$ cat src/rtl/mvau_pkg.sv
`default_nettype none
// ============================================================================
//  Module      : mvau_pkg
//  Description : Shared types and helpers for the MVAU weight-memory
//                sequencer: scheduler state encoding and a clog2 that never
//                returns less than one bit.
//  Revision    : 1.0 - initial release
// ============================================================================
package mvau_pkg;

    // S_FIRST  : neuron fold 0, activations come from the stream and are
    //            captured into the input buffer.
    // S_REPLAY : neuron folds 1..NF-1, activations are replayed from the buffer.
    typedef enum logic [0:0] {
        S_FIRST  = 1'b0,
        S_REPLAY = 1'b1
    } state_t;

    // Address width for a memory of n entries; a single-entry memory still
    // gets a one-bit address so port widths never collapse to zero.
    function automatic int clog2_min1(input int n);
        return (n <= 1) ? 1 : $clog2(n);
    endfunction

endpackage
`default_nettype wire

$ cat src/rtl/mvau_fold_cnt.sv
`default_nettype none
// ============================================================================
//  Module      : mvau_fold_cnt
//  Description : Nested synapse-fold / neuron-fold counter. sf runs fastest,
//                nf advances when sf wraps. A linear index nf*SF+sf is kept
//                as its own counter so no multiplier is needed.
//  Revision    : 1.0 - initial release
// ============================================================================
module mvau_fold_cnt
    import mvau_pkg::*;
#(
    parameter  int SF     = 2,
    parameter  int NF     = 2,
    localparam int SF_BW  = clog2_min1(SF),
    localparam int NF_BW  = clog2_min1(NF),
    localparam int IDX_BW = clog2_min1(SF * NF)
) (
    input  logic              aclk,
    input  logic              aresetn,
    input  logic              i_en,
    output logic [SF_BW-1:0]  o_sf,
    output logic [IDX_BW-1:0] o_idx,
    output logic              o_sf_last,
    output logic              o_nf_last
);

    localparam logic [SF_BW-1:0] c_SF_LAST = SF_BW'(SF - 1);
    localparam logic [NF_BW-1:0] c_NF_LAST = NF_BW'(NF - 1);

    logic [SF_BW-1:0]  r_sf;
    logic [NF_BW-1:0]  r_nf;
    logic [IDX_BW-1:0] r_idx;
    logic              w_sf_last;
    logic              w_nf_last;

    assign w_sf_last = (r_sf == c_SF_LAST);
    assign w_nf_last = (r_nf == c_NF_LAST);

    // Advance sf, carry into nf, and step the linear index; all wrap together
    // at the end of the full SF x NF schedule.
    always_ff @(posedge aclk or negedge aresetn) begin
        if (!aresetn) begin
            r_sf  <= '0;
            r_nf  <= '0;
            r_idx <= '0;
        end else if (i_en) begin
            if (w_sf_last) begin
                r_sf <= '0;
                r_nf <= w_nf_last ? '0 : r_nf + NF_BW'(1);
            end else begin
                r_sf <= r_sf + SF_BW'(1);
            end
            r_idx <= (w_sf_last && w_nf_last) ? '0 : r_idx + IDX_BW'(1);
        end
    end

    assign o_sf      = r_sf;
    assign o_idx     = r_idx;
    assign o_sf_last = w_sf_last;
    assign o_nf_last = w_nf_last;

endmodule
`default_nettype wire

$ cat src/rtl/mvau_wmem_sched.sv
`default_nettype none
// ============================================================================
//  Module      : mvau_wmem_sched
//  Description : Address/flag sequencer for one PE-lane MVAU weight memory.
//                Accepts activation beats during neuron fold 0, buffers them,
//                replays them for the remaining neuron folds, and produces a
//                valid/flag stream aligned with the 1-cycle memory read data.
//  Revision    : 1.0 - initial release
// ============================================================================
module mvau_wmem_sched
    import mvau_pkg::*;
#(
    parameter  int SIMD         = 2,
    parameter  int PE           = 2,
    parameter  int MW           = 4,
    parameter  int MH           = 4,
    localparam int SF           = MW / SIMD,
    localparam int NF           = MH / PE,
    localparam int WMEM_DEPTH   = SF * NF,
    localparam int WMEM_ADDR_BW = clog2_min1(WMEM_DEPTH),
    localparam int IBUF_ADDR_BW = clog2_min1(SF)
) (
    input  logic                    aclk,
    input  logic                    aresetn,
    input  logic                    in_v,
    output logic                    in_rdy,
    input  logic                    out_rdy,
    output logic [WMEM_ADDR_BW-1:0] wmem_addr,
    output logic                    ibuf_we,
    output logic [IBUF_ADDR_BW-1:0] ibuf_addr,
    output logic                    out_v,
    output logic                    out_src_strm,
    output logic                    out_sf_first,
    output logic                    out_sf_last,
    output logic                    busy
);

    localparam logic c_MULTI_NF = (NF > 1);

    state_t                  r_state;
    state_t                  w_state_nxt;
    logic                    w_go;
    logic                    w_in_rdy;
    logic                    w_ibuf_we;
    logic                    w_slot_free;

    logic [IBUF_ADDR_BW-1:0] w_sf;
    logic [WMEM_ADDR_BW-1:0] w_cnt;
    logic                    w_sf_last;
    logic                    w_nf_last;

    logic [WMEM_ADDR_BW-1:0] r_addr_q;
    logic [IBUF_ADDR_BW-1:0] r_sf_q;
    logic                    r_out_v;
    logic                    r_src_strm;
    logic                    r_sf_first;
    logic                    r_sf_last;

    mvau_fold_cnt #(
        .SF (SF),
        .NF (NF)
    ) u_fold_cnt (
        .aclk      (aclk),
        .aresetn   (aresetn),
        .i_en      (w_go),
        .o_sf      (w_sf),
        .o_idx     (w_cnt),
        .o_sf_last (w_sf_last),
        .o_nf_last (w_nf_last)
    );

    // The output slot can take a new beat when empty or being drained.
    assign w_slot_free = ~r_out_v | out_rdy;

    // Scheduler state register.
    always_ff @(posedge aclk or negedge aresetn) begin
        if (!aresetn) begin
            r_state <= S_FIRST;
        end else begin
            r_state <= w_state_nxt;
        end
    end

    // Issue decision and state transitions; in_rdy is a function of state and
    // downstream space only, never of in_v. Held low while reset is asserted.
    always_comb begin
        w_state_nxt = r_state;
        w_go        = 1'b0;
        w_in_rdy    = 1'b0;
        w_ibuf_we   = 1'b0;
        case (r_state)
            S_FIRST: begin
                w_in_rdy  = aresetn & w_slot_free;
                w_go      = w_in_rdy & in_v;
                w_ibuf_we = w_go;
                if (w_go && w_sf_last && c_MULTI_NF) begin
                    w_state_nxt = S_REPLAY;
                end
            end
            S_REPLAY: begin
                w_go = aresetn & w_slot_free;
                if (w_go && w_sf_last && w_nf_last) begin
                    w_state_nxt = S_FIRST;
                end
            end
            default: begin
                w_state_nxt = S_FIRST;
            end
        endcase
    end

    // Remember the last issued addresses so a stalled beat keeps re-reading
    // the same words; the memories have no read enable.
    always_ff @(posedge aclk or negedge aresetn) begin
        if (!aresetn) begin
            r_addr_q <= '0;
            r_sf_q   <= '0;
        end else if (w_go) begin
            r_addr_q <= w_cnt;
            r_sf_q   <= w_sf;
        end
    end

    // Valid and flags follow the issued beat by one cycle, matching the
    // registered memory read; they hold while downstream stalls.
    always_ff @(posedge aclk or negedge aresetn) begin
        if (!aresetn) begin
            r_out_v    <= 1'b0;
            r_src_strm <= 1'b0;
            r_sf_first <= 1'b0;
            r_sf_last  <= 1'b0;
        end else if (w_go) begin
            r_out_v    <= 1'b1;
            r_src_strm <= (r_state == S_FIRST);
            r_sf_first <= (w_sf == '0);
            r_sf_last  <= w_sf_last;
        end else if (out_rdy) begin
            r_out_v    <= 1'b0;
        end
    end

    assign in_rdy       = w_in_rdy;
    assign ibuf_we      = w_ibuf_we;
    assign wmem_addr    = w_go ? w_cnt : r_addr_q;
    assign ibuf_addr    = w_go ? w_sf : r_sf_q;
    assign out_v        = r_out_v;
    assign out_src_strm = r_src_strm;
    assign out_sf_first = r_sf_first;
    assign out_sf_last  = r_sf_last;
    assign busy         = (w_cnt != '0) | r_out_v;

endmodule
`default_nettype wire
$ cat config.mk
export PLATFORM = sky130hd
export DESIGN_NAME = mvau_wmem_sched
export DESIGN_NICKNAME = d
export VERILOG_FILES = /design/src/rtl/mvau_pkg.sv /design/src/rtl/mvau_fold_cnt.sv /design/src/rtl/mvau_wmem_sched.sv
export SDC_FILE = /design/constraint.sdc
export NUM_CORES = 1
export LEC_CHECK = 0
export ABC_AREA = 1
export CELL_PAD_IN_SITES_DETAIL_PLACEMENT = 1
export CELL_PAD_IN_SITES_GLOBAL_PLACEMENT = 2
export CORE_UTILIZATION = 27
export DETAILED_ROUTE_END_ITERATION = 10
export GPL_ROUTABILITY_DRIVEN = 0
export PLACE_DENSITY_LB_ADDON = 0.1
export SKIP_CTS_REPAIR_TIMING = 1
export SYNTH_ARGS = -nofsm -noshare
export SYNTH_HDL_FRONTEND = slang
export SYNTH_SLANG_ARGS = --single-unit
$ cat constraint.sdc
create_clock -name aclk -period 1.69 [get_ports aclk]
set_clock_uncertainty 0.15 [all_clocks]
set_input_delay 0.2535 -clock aclk [delete_from_list [all_inputs] [get_ports aclk]]
set_output_delay 0.2535 -clock aclk [all_outputs]
set_load 0.005 [all_outputs]
==> flow_summary_export.csv <==
group,metric,value,unit
critical_path,cp_max_fo,3,
timing,finalCritPeriodShare,1.029,
timing,hold_violations,0,
timing,setup_viol,2,
floorplanning,core_area,1745,um2
grt,grt_pass1_wl,2187,um
pwr,internal_power,0.8735,mW
routing,drc,0,
cts,cts_root_buf,"clkbuf_4",
floorplanning,core.rowCount,15,
placement,dp_cells,109,
grt,overflow,0,
cts,cts_tree,"done",
finish,fill_cells,207,
floorplanning,die_area,2078,um2
pwr,vdd_ir_drop_max,0.7702,mV
finish,diodes,0,
critical_path,cp-start-kind,"flop",
pwr,power_frac_comb,0.526,
run_status,status,"complete, but fails checks",
floorplanning,die_y,45.59,um
logic_synthesis,synth-warning-count,0,
timing,fin_ws,-49.29,ps
logic_synthesis,synth-seq-area-share,0.5366,
finish,finish.utilization,0.5297,
routing,ant_nets,0,
critical_path,reg2reg_from,"r_state",
pwr,p_clk_frac,0.129,
logic_synthesis,synth_area,513.0,um2
cts,cts_inserted_buffers,3,
cts,clk_pin_slew_worst_paths,70,ps
timing,grt_setup_unrepaired,"yes",
worst_hold_path,min_path_type,"in -> reg",
routing,dr.pass1.iters,4,
pwr,power_switching,0.4823,mW
finish,ff_latch_area,275.3,um2
critical_path,crit_start,"out_v",
cts,cts_buffer_depth,2,
worst_hold_path,hp-start,"out_rdy",
placement,port_buffers,13,
cts,clock-sinks,11,
placement,dp_hpwl,1111,um
finish,final_nets,105,
floorplanning,die_x,45.59,um
critical_path,critPathArrivalTime,1340,ps
routing,wl_per_cell,12.55,um
timing,slew_headroom,0.8312,
pwr,cellLeakagePower,0.5419,nW
routing,drtIter0Drc,4,
finish,instances_no_fill,124,
timing,fin_hold_ws,191.6,ps
timing,worstMarginPinSlew,252.9,ps
pwr,power_frac_seq,0.345,
grt,track_usage,0.1638,
finish,multi_input_area,246.5,um2
logic_synthesis,synth_area_per_cell,8.695,um2
logic_synthesis,synth_seq_cells,11,
grt,antenna_found_initial,0,
pwr,power_density,1466,nW/um2
routing,dr_total_vias,546,
timing,setup_tns,-87.03,ps
finish,area_delta_synth_final,80.24,%
flow_run,cap_violations,0,
logic_synthesis,synth_cell_types,12,
critical_path,crit_type,"reg -> out",
floorplanning,num_io_pins,14,
critical_path,critPathRequiredTime,1290,ps
routing,routed_wl,1556,um
floorplanning,start_util,0.2939,
timing,period_needed,1739,ps
cts,clk-insertion-delay-late,260,ps
logic_synthesis,netlist_instances,59,
cts,htree_levels,1,
grt,grt_max_degree,7,
timing,max_freq,574.9,MHz
grt,grt_pass1_vias,478,
pwr,switching_share,0.3557,
logic_synthesis,syn-num-nets,64,
timing,maxSlewViolCount,0,
routing,avgViaCountPerCell,4.403,
finish,drive_above_1_share,0.4747,
critical_path,end_kind,"primary output",
run_status,violations,"setup timing",
through the flow:
stage,total power [mW],setup slack (ps),cell area (um2)
floorplan,0.6979,403.4,513.0
CTS,1.243,-537.3,790.8
finish,1.356,-49.29,924.6
global route,1.472,-117.4,924.6
global placement,1.039,-497.5,764.5
detailed placement,1.055,-525.5,764.5
worst max-delay path, stage by stage, from the launching register on:
cell and delay [ps]:
dfrtp_1 390, buf_6 130, a21oi_4 160, buf_6 130, nand3_2 60, nand2_2 80
clkbuf_2 110
worst paths after layout:
path	slack [ps]	cells after the start	end
min in group asynchronous	530	3	u_fold_cnt.o_nf_last
max in group asynchronous	750	3	u_fold_cnt.o_idx[0]
max	-50	6	wmem_addr[1]
min reg2reg	320	2	r_addr_q[0]
max reg2reg	320	7	u_fold_cnt.o_nf_last
min	190	4	out_v
cell type report:
class | count | share of cell area
timing repair buffer | 36 | 0.3369
clock buffer | 4 | 0.02842
multi-input combinational | 39 | 0.2666
tap | 25 | 0.03383
sequential | 11 | 0.2977
inverter | 9 | 0.03654
registers in the layout (all words and copies together), names as in the netlist:
name / flops
out_sf_first: 1
out_sf_last: 1
r_sf_q: 1
u_fold_cnt.o_nf_last: 1
r_state: 1
u_fold_cnt.o_idx: 2
out_src_strm: 1
r_addr_q: 2
out_v: 1
synth_stat cells:
master	instances	area [um2]
inv_2	1	3.750
nor2_2	1	6.260
nand4_1	4	25.02
inv_1	8	30.03
a21oi_4	1	16.27
nand2_4	2	22.52
nand2_1	25	93.84
nand3b_1	1	7.510
nand3_1	3	15.01
o21ai_0	1	5.000
ha_1	1	12.51
dfrtp_1	11	275.3
power by group through the flow:
stage / clock, mW / combinational (mW) / sequential (mW)
3_3_place_gp: 0 / 0.577 / 0.462
3_5_place_dp: 0 / 0.590 / 0.465
2_1_floorplan: 0 / 0.237 / 0.461
4_1_cts: 0.188 / 0.595 / 0.460
6_report: 0.175 / 0.713 / 0.468
5_1_grt: 0.195 / 0.796 / 0.480
kinds of logic after synthesis:
| group | Yosys count | share of synthesized area |
|---|---|---|
| adder cells (fa/ha/maj) | 1 | 0.02439 |
| AO/OA/AOI/OAI | 2 | 0.04146 |
| buffers and inverters | 9 | 0.06585 |
| AND/OR/NAND/NOR | 36 | 0.3317 |
| flip-flops | 11 | 0.5366 |
per-layer routing:
metal,track usage,vias to the layer above,wire length [um],part of all wire
met4,0.09091,0,48,0.031
met2,0.2600,14,759,0.49
met3,0.05952,6,66,0.042
met1,0.1895,261,681,0.44
li1,-,265,-,-
met5,0,-,0,0
cells in the final DEF, fill, tap and decap left out, types with 3 or more instances in the layout:
cell             Yosys  layout
buf_4                0      19
buf_6                0       3
clkbuf_2             0       4
clkbuf_4             0       3
clkdlybuf4s50_1      0       3
dfrtp_1             11      11
dlymetal6s2s_1       0       6
inv_1                8       4
inv_2                1       5
nand2_1             25      18
nand2_2              0       5
nand2_4              2       4
nand4_1              4       4
Note: power is estimated with default switching activity, not from simulation.
==> patch 1, RTL diff (same settings) <==
Make the reset (`aresetn`) synchronous in 4 clocked blocks.
--- a/src/rtl/mvau_fold_cnt.sv
+++ b/src/rtl/mvau_fold_cnt.sv
@@ -38,7 +38,7 @@
 
     // Advance sf, carry into nf, and step the linear index; all wrap together
     // at the end of the full SF x NF schedule.
-    always_ff @(posedge aclk or negedge aresetn) begin
+    always_ff @(posedge aclk) begin
         if (!aresetn) begin
             r_sf  <= '0;
             r_nf  <= '0;
--- a/src/rtl/mvau_wmem_sched.sv
+++ b/src/rtl/mvau_wmem_sched.sv
@@ -73,7 +73,7 @@
     assign w_slot_free = ~r_out_v | out_rdy;
 
     // Scheduler state register.
-    always_ff @(posedge aclk or negedge aresetn) begin
+    always_ff @(posedge aclk) begin
         if (!aresetn) begin
             r_state <= S_FIRST;
         end else begin
@@ -111,7 +111,7 @@
 
     // Remember the last issued addresses so a stalled beat keeps re-reading
     // the same words; the memories have no read enable.
-    always_ff @(posedge aclk or negedge aresetn) begin
+    always_ff @(posedge aclk) begin
         if (!aresetn) begin
             r_addr_q <= '0;
             r_sf_q   <= '0;
@@ -123,7 +123,7 @@
 
     // Valid and flags follow the issued beat by one cycle, matching the
     // registered memory read; they hold while downstream stalls.
-    always_ff @(posedge aclk or negedge aresetn) begin
+    always_ff @(posedge aclk) begin
         if (!aresetn) begin
             r_out_v    <= 1'b0;
             r_src_strm <= 1'b0;
Function: differs if aresetn is asserted again (counterexample within 4 cycles, from zero or initial values and one cycle with aresetn low); with aresetn held inactive, the same outputs for 10 cycles.
==> patch 1 against the original RTL <==
  * Routed wire length up 0.19%
  * First-iteration DRC count up 130%
  * Critical path type unchanged
  * Setup slack better by 94 ps
  * Utilization up 0.70 points
  * Synthesized area up 6.6%
  * Sequential cell count unchanged
  * Count of clock-buffer cells in the layout unchanged
  * Final area up 5.7%
Power is not compared: it rests on default switching activity, and its combinational part moved more than twofold at a synthesized area within 25%.
==> patch 1: results (changes against the original RTL) <==
metric,value,unit,change
status,completed,,
drt_iter0_drc,9,,+5
r2r_cells,8,,+1
max_slew_margin,0.896,,+0.0645
cp.arrival,1240,ps,-100 ps
instances_no_fill,141,,+14%
cp-startpoint,out_v$_SDFFE_PN0P_,,
synthArstFlopShare,0,,-1.00
use_met2,0.236,,-0.0239
clk_share,0.0269,,-0.00153
wl,1.56,mm,+0.19%
seq_area,228,sq um,-17%
timing.final.crit_period,1650,ps,-93.7 ps
ys_types,14,,+2
layout.nets,122,,+16%
synth.area.top_cells,"dfxtp_1, nand2_1, a21oi_1",,
reg2reg_to,r_state$_SDFF_PN0_,,
place_worst_setup_slack,-466,ps,+59.5 ps
yosysSeqAreaShare,0.403,,-0.134
grt_pass1_vias,534,,+12%
hpwl,1.06,mm,-4.8%
die_w,47,um,+3.1%
holdPathEnd,out_sf_first$_SDFFE_PN0P_,,
synth_fp_nets,78,,+22%
clock_latency,280,ps,+20 ps
grt_max_degree,11,,+4
ys.flop_type,dfxtp_1,,
drive_gt1_frac,0.440,,-0.0351
postSynthCellCount,73,,+24%
drtPass1Iterations,4,,unchanged
hold_ws,275,ps,+83.7 ps
numCtsBuffers,3,,unchanged
hold_start,aresetn,,
endpoint,out_v,,
post_dp_cell_area,822,sq um,+7.5%
use_met3,0.0346,,-0.0249
layout.nonclk_buf_frac,0.369,,+0.0318
multi_input_area_share,0.293,,+0.0266
num-fill-cells,232,,+12%
n_all_buffers,40,,+11%
power,0.631,mW,
use_met1,0.193,,+0.00395
r2r_slack,290,ps,-30 ps
grt_usage,0.152,,-0.0119
grt_pass1_wl,2.25,mm,+2.8%
dp.cells,125,,+15%
p_seq_frac,0.441,,
synth_common_cells,"nand2_1, dfxtp_1, inv_1",,
avgViaCountPerCell,4.30,,-2.2%
-- patch 1: changes by cell type in the layout (fill, tap and decap cells not counted), sizes merged, moves of 2 or more --
cell,before,now
dfrtp,11,0
dfxtp,0,11
a21oi,1,9
nor2,1,9
buf,22,27
nand2,27,23
clkbuf,8,5
inv,9,12
dlymetal6s2s,6,8
-- patch 1: critical path: stages, from the launching register on --
cell and delay [ps]:
dfxtp_4 370, buf_4 110, clkdlybuf4s50_1 480
-- patch 1: logic make-up (layout without fill, tap and decap cells) --
kind of cell | Yosys count | in the layout | share of synthesized area
buffers and inverters | 13 | 56 | 0.103
DFF | 11 | 11 | 0.403
and+or+nand+nor | 39 | 39 | 0.382
adders and majority gates | 1 | 1 | 0.0229
AOI/OAI and AO/OA | 9 | 9 | 0.0893
-- patch 1: routing by layer --
metal | up-vias | share of wire
li1 | 313 | -
met1 | 278 | 0.48
met2 | 13 | 0.46
met3 | 3 | 0.042
met4 | 0 | 0.015
met5 | - | 0
==> patch 2, RTL diff (config.mk and constraints unchanged) <==
Made on the original files. `MH`: 4 -> 8.
--- a/src/rtl/mvau_wmem_sched.sv
+++ b/src/rtl/mvau_wmem_sched.sv
@@ -13,7 +13,7 @@
     parameter  int SIMD         = 2,
     parameter  int PE           = 2,
     parameter  int MW           = 4,
-    parameter  int MH           = 4,
+    parameter  int MH           = 8,
     localparam int SF           = MW / SIMD,
     localparam int NF           = MH / PE,
     localparam int WMEM_DEPTH   = SF * NF,
Ports: changed (resized wmem_addr); port bits go from 14 to 15. The function was not compared with the original's and may differ.
==> patch 2 against the original RTL <==
  * The run still ends with setup timing left
  * Synthesized area grew 32%
  * Routed wire length grew 28%
  * Hold slack gained 52 ps
  * Setup slack gained 3.1 ps
  * Sequential cell count grew 3
  * Power grew 28%
  * Final area grew 29%
  * Sequential power grew 24%
==> patch 2: results (changes against the original RTL) <==
metric,value,unit,change
status,"finished, violations left",,
violations,setup timing,,
clock_latency,270,ps,
synth_common_cells,"nand2_1, dfrtp_1, inv_1",,
portBuffers,14,,+1
numCtsBuffers,3,,unchanged
grt_pass1_vias,636,,+33%
hold_ws,244,ps,+52.3 ps
drive_gt1_frac,0.453,,-0.0216
yosysWarnings,0,,unchanged
synth_fp_nets,81,,+27%
root_buffer,clkbuf_4,,
grt_usage,0.148,,-0.0159
clock_path_buffers,2,,unchanged
yosysSeqAreaShare,0.517,,-0.0200
synthMuxAreaShare,0,,unchanged
htreeDepth,1,,unchanged
peakVddDrop,0.000818,V,+6.2%
hpwl,1.27,mm,+15%
drtPass1Iterations,4,,unchanged
grt_pass1_wl,2.82,mm,+29%
antenna_cells,0,,unchanged
ys_types,16,,+4
holdCritPathClass,input pin to register,,
num-fill-cells,276,,+33%
drt_iter0_drc,3,,-1
layout.nets,137,,+30%
antenna_found_initial,0,,unchanged
crit_path_max_fanout,5,,+2
grt_max_degree,12,,+5
layout_setup_ws,-46.2,ps,+3.10 ps
synth_fa_ha_area_frac,0.0554,,+0.0310
setup_viol,4,,+2
leakage,0.682,nW,+26%
wl,1.99,mm,+28%
crit_path_max_incr_delay,420,ps,+30 ps
vias,687,,+26%
slowest_stage,dfrtp_1,,
cp.arrival,1330,ps,
max_slew_margin,0.804,,-0.0274
synthArstFlopShare,1.00,,unchanged
clkTransAtPathRegs,80,ps,
synth_xor_area_frac,0.0129,,+0.0129
synth-compound-area-share,0.0867,,+0.0453
r2r_slack,280,ps,-40 ps
synth.area.top_cells,"dfrtp_1, nand2_1, o21ai_2",,
patch 2: cell types whose count changed after synthesis, moves of 2 or more:
cell | unedited run | this run
ha_1 | 1 | 3
nand2_2 | 0 | 2
nor2_1 | 0 | 3
nand3_1 | 3 | 1
nand2_1 | 25 | 27
o21ai_2 | 0 | 5
dfrtp_1 | 11 | 14
patch 2: cells by family after synthesis:
| group | after synthesis |
|---|---|
| XOR/XNOR | 1 |
| flip-flops | 14 |
| AND/OR/NAND/NOR | 38 |
| buffers and inverters | 10 |
| AO/OA/AOI/OAI | 8 |
| adder cells (fa/ha/maj) | 3 |
patch 2: worst max-delay path, delay by kind of cell, from the launching register on:
kind,cells,cell delay [ps]
AND/OR/NAND/NOR,2,230
buffers and inverters,2,280
AO/OA/AOI/OAI,1,140
flip-flops,1,420
patch 2: area by class of cell:
class	count	area share
clock buffers	3	0.0188
inverters	9	0.0282
multi-input cells	51	0.259
flip-flops and latches	14	0.293
well taps	28	0.0293
repair buffers	51	0.371
patch 2: routing by layer:
layer  vias up  GRT usage  wire, um
li1        347          -         -
met1       331      0.196       857
met2         7      0.224      1080
met3         2     0.0351        37
met4         0     0.0676        16
met5         -          0         0
patch 2: where the power goes:
part,switching (mW),internal [mW],total (mW)
combinational,0.435,0.531,0.966
sequential,0.0954,0.485,0.581
clock,0.105,0.0825,0.188
total,0.636,1.10,1.73
patch 2: metrics by stage:
stage	cell area, sq um	TNS (ps)	worst slack, ps	std cells
after CTS	977	-2840	-485	133
final	1200	-132	-46.2	156
after detailed placement	955	-2560	-484	130
after global placement	955	-2470	-448	130
after floorplan	678	0	369	74
after global routing	1200	-441	-117	156
patch 2: final timing paths:
check / start / endpoint / depth (start not counted)
worst min-delay path: in_v / r_state$_DFF_PN0_ / 4
worst max register to register: out_v$_DFFE_PN0P_ / out_sf_first$_DFFE_PN0P_ / 6
min in group asynchronous: aresetn / out_src_strm$_DFFE_PN0P_ / 4
max in group asynchronous: aresetn / r_addr_q[0]$_DFF_PN0_ / 5
worst max-delay path: out_v$_DFFE_PN0P_ / wmem_addr[2] / 5
worst min register to register: out_sf_last$_DFFE_PN0P_ / out_sf_last$_DFFE_PN0P_ / 2
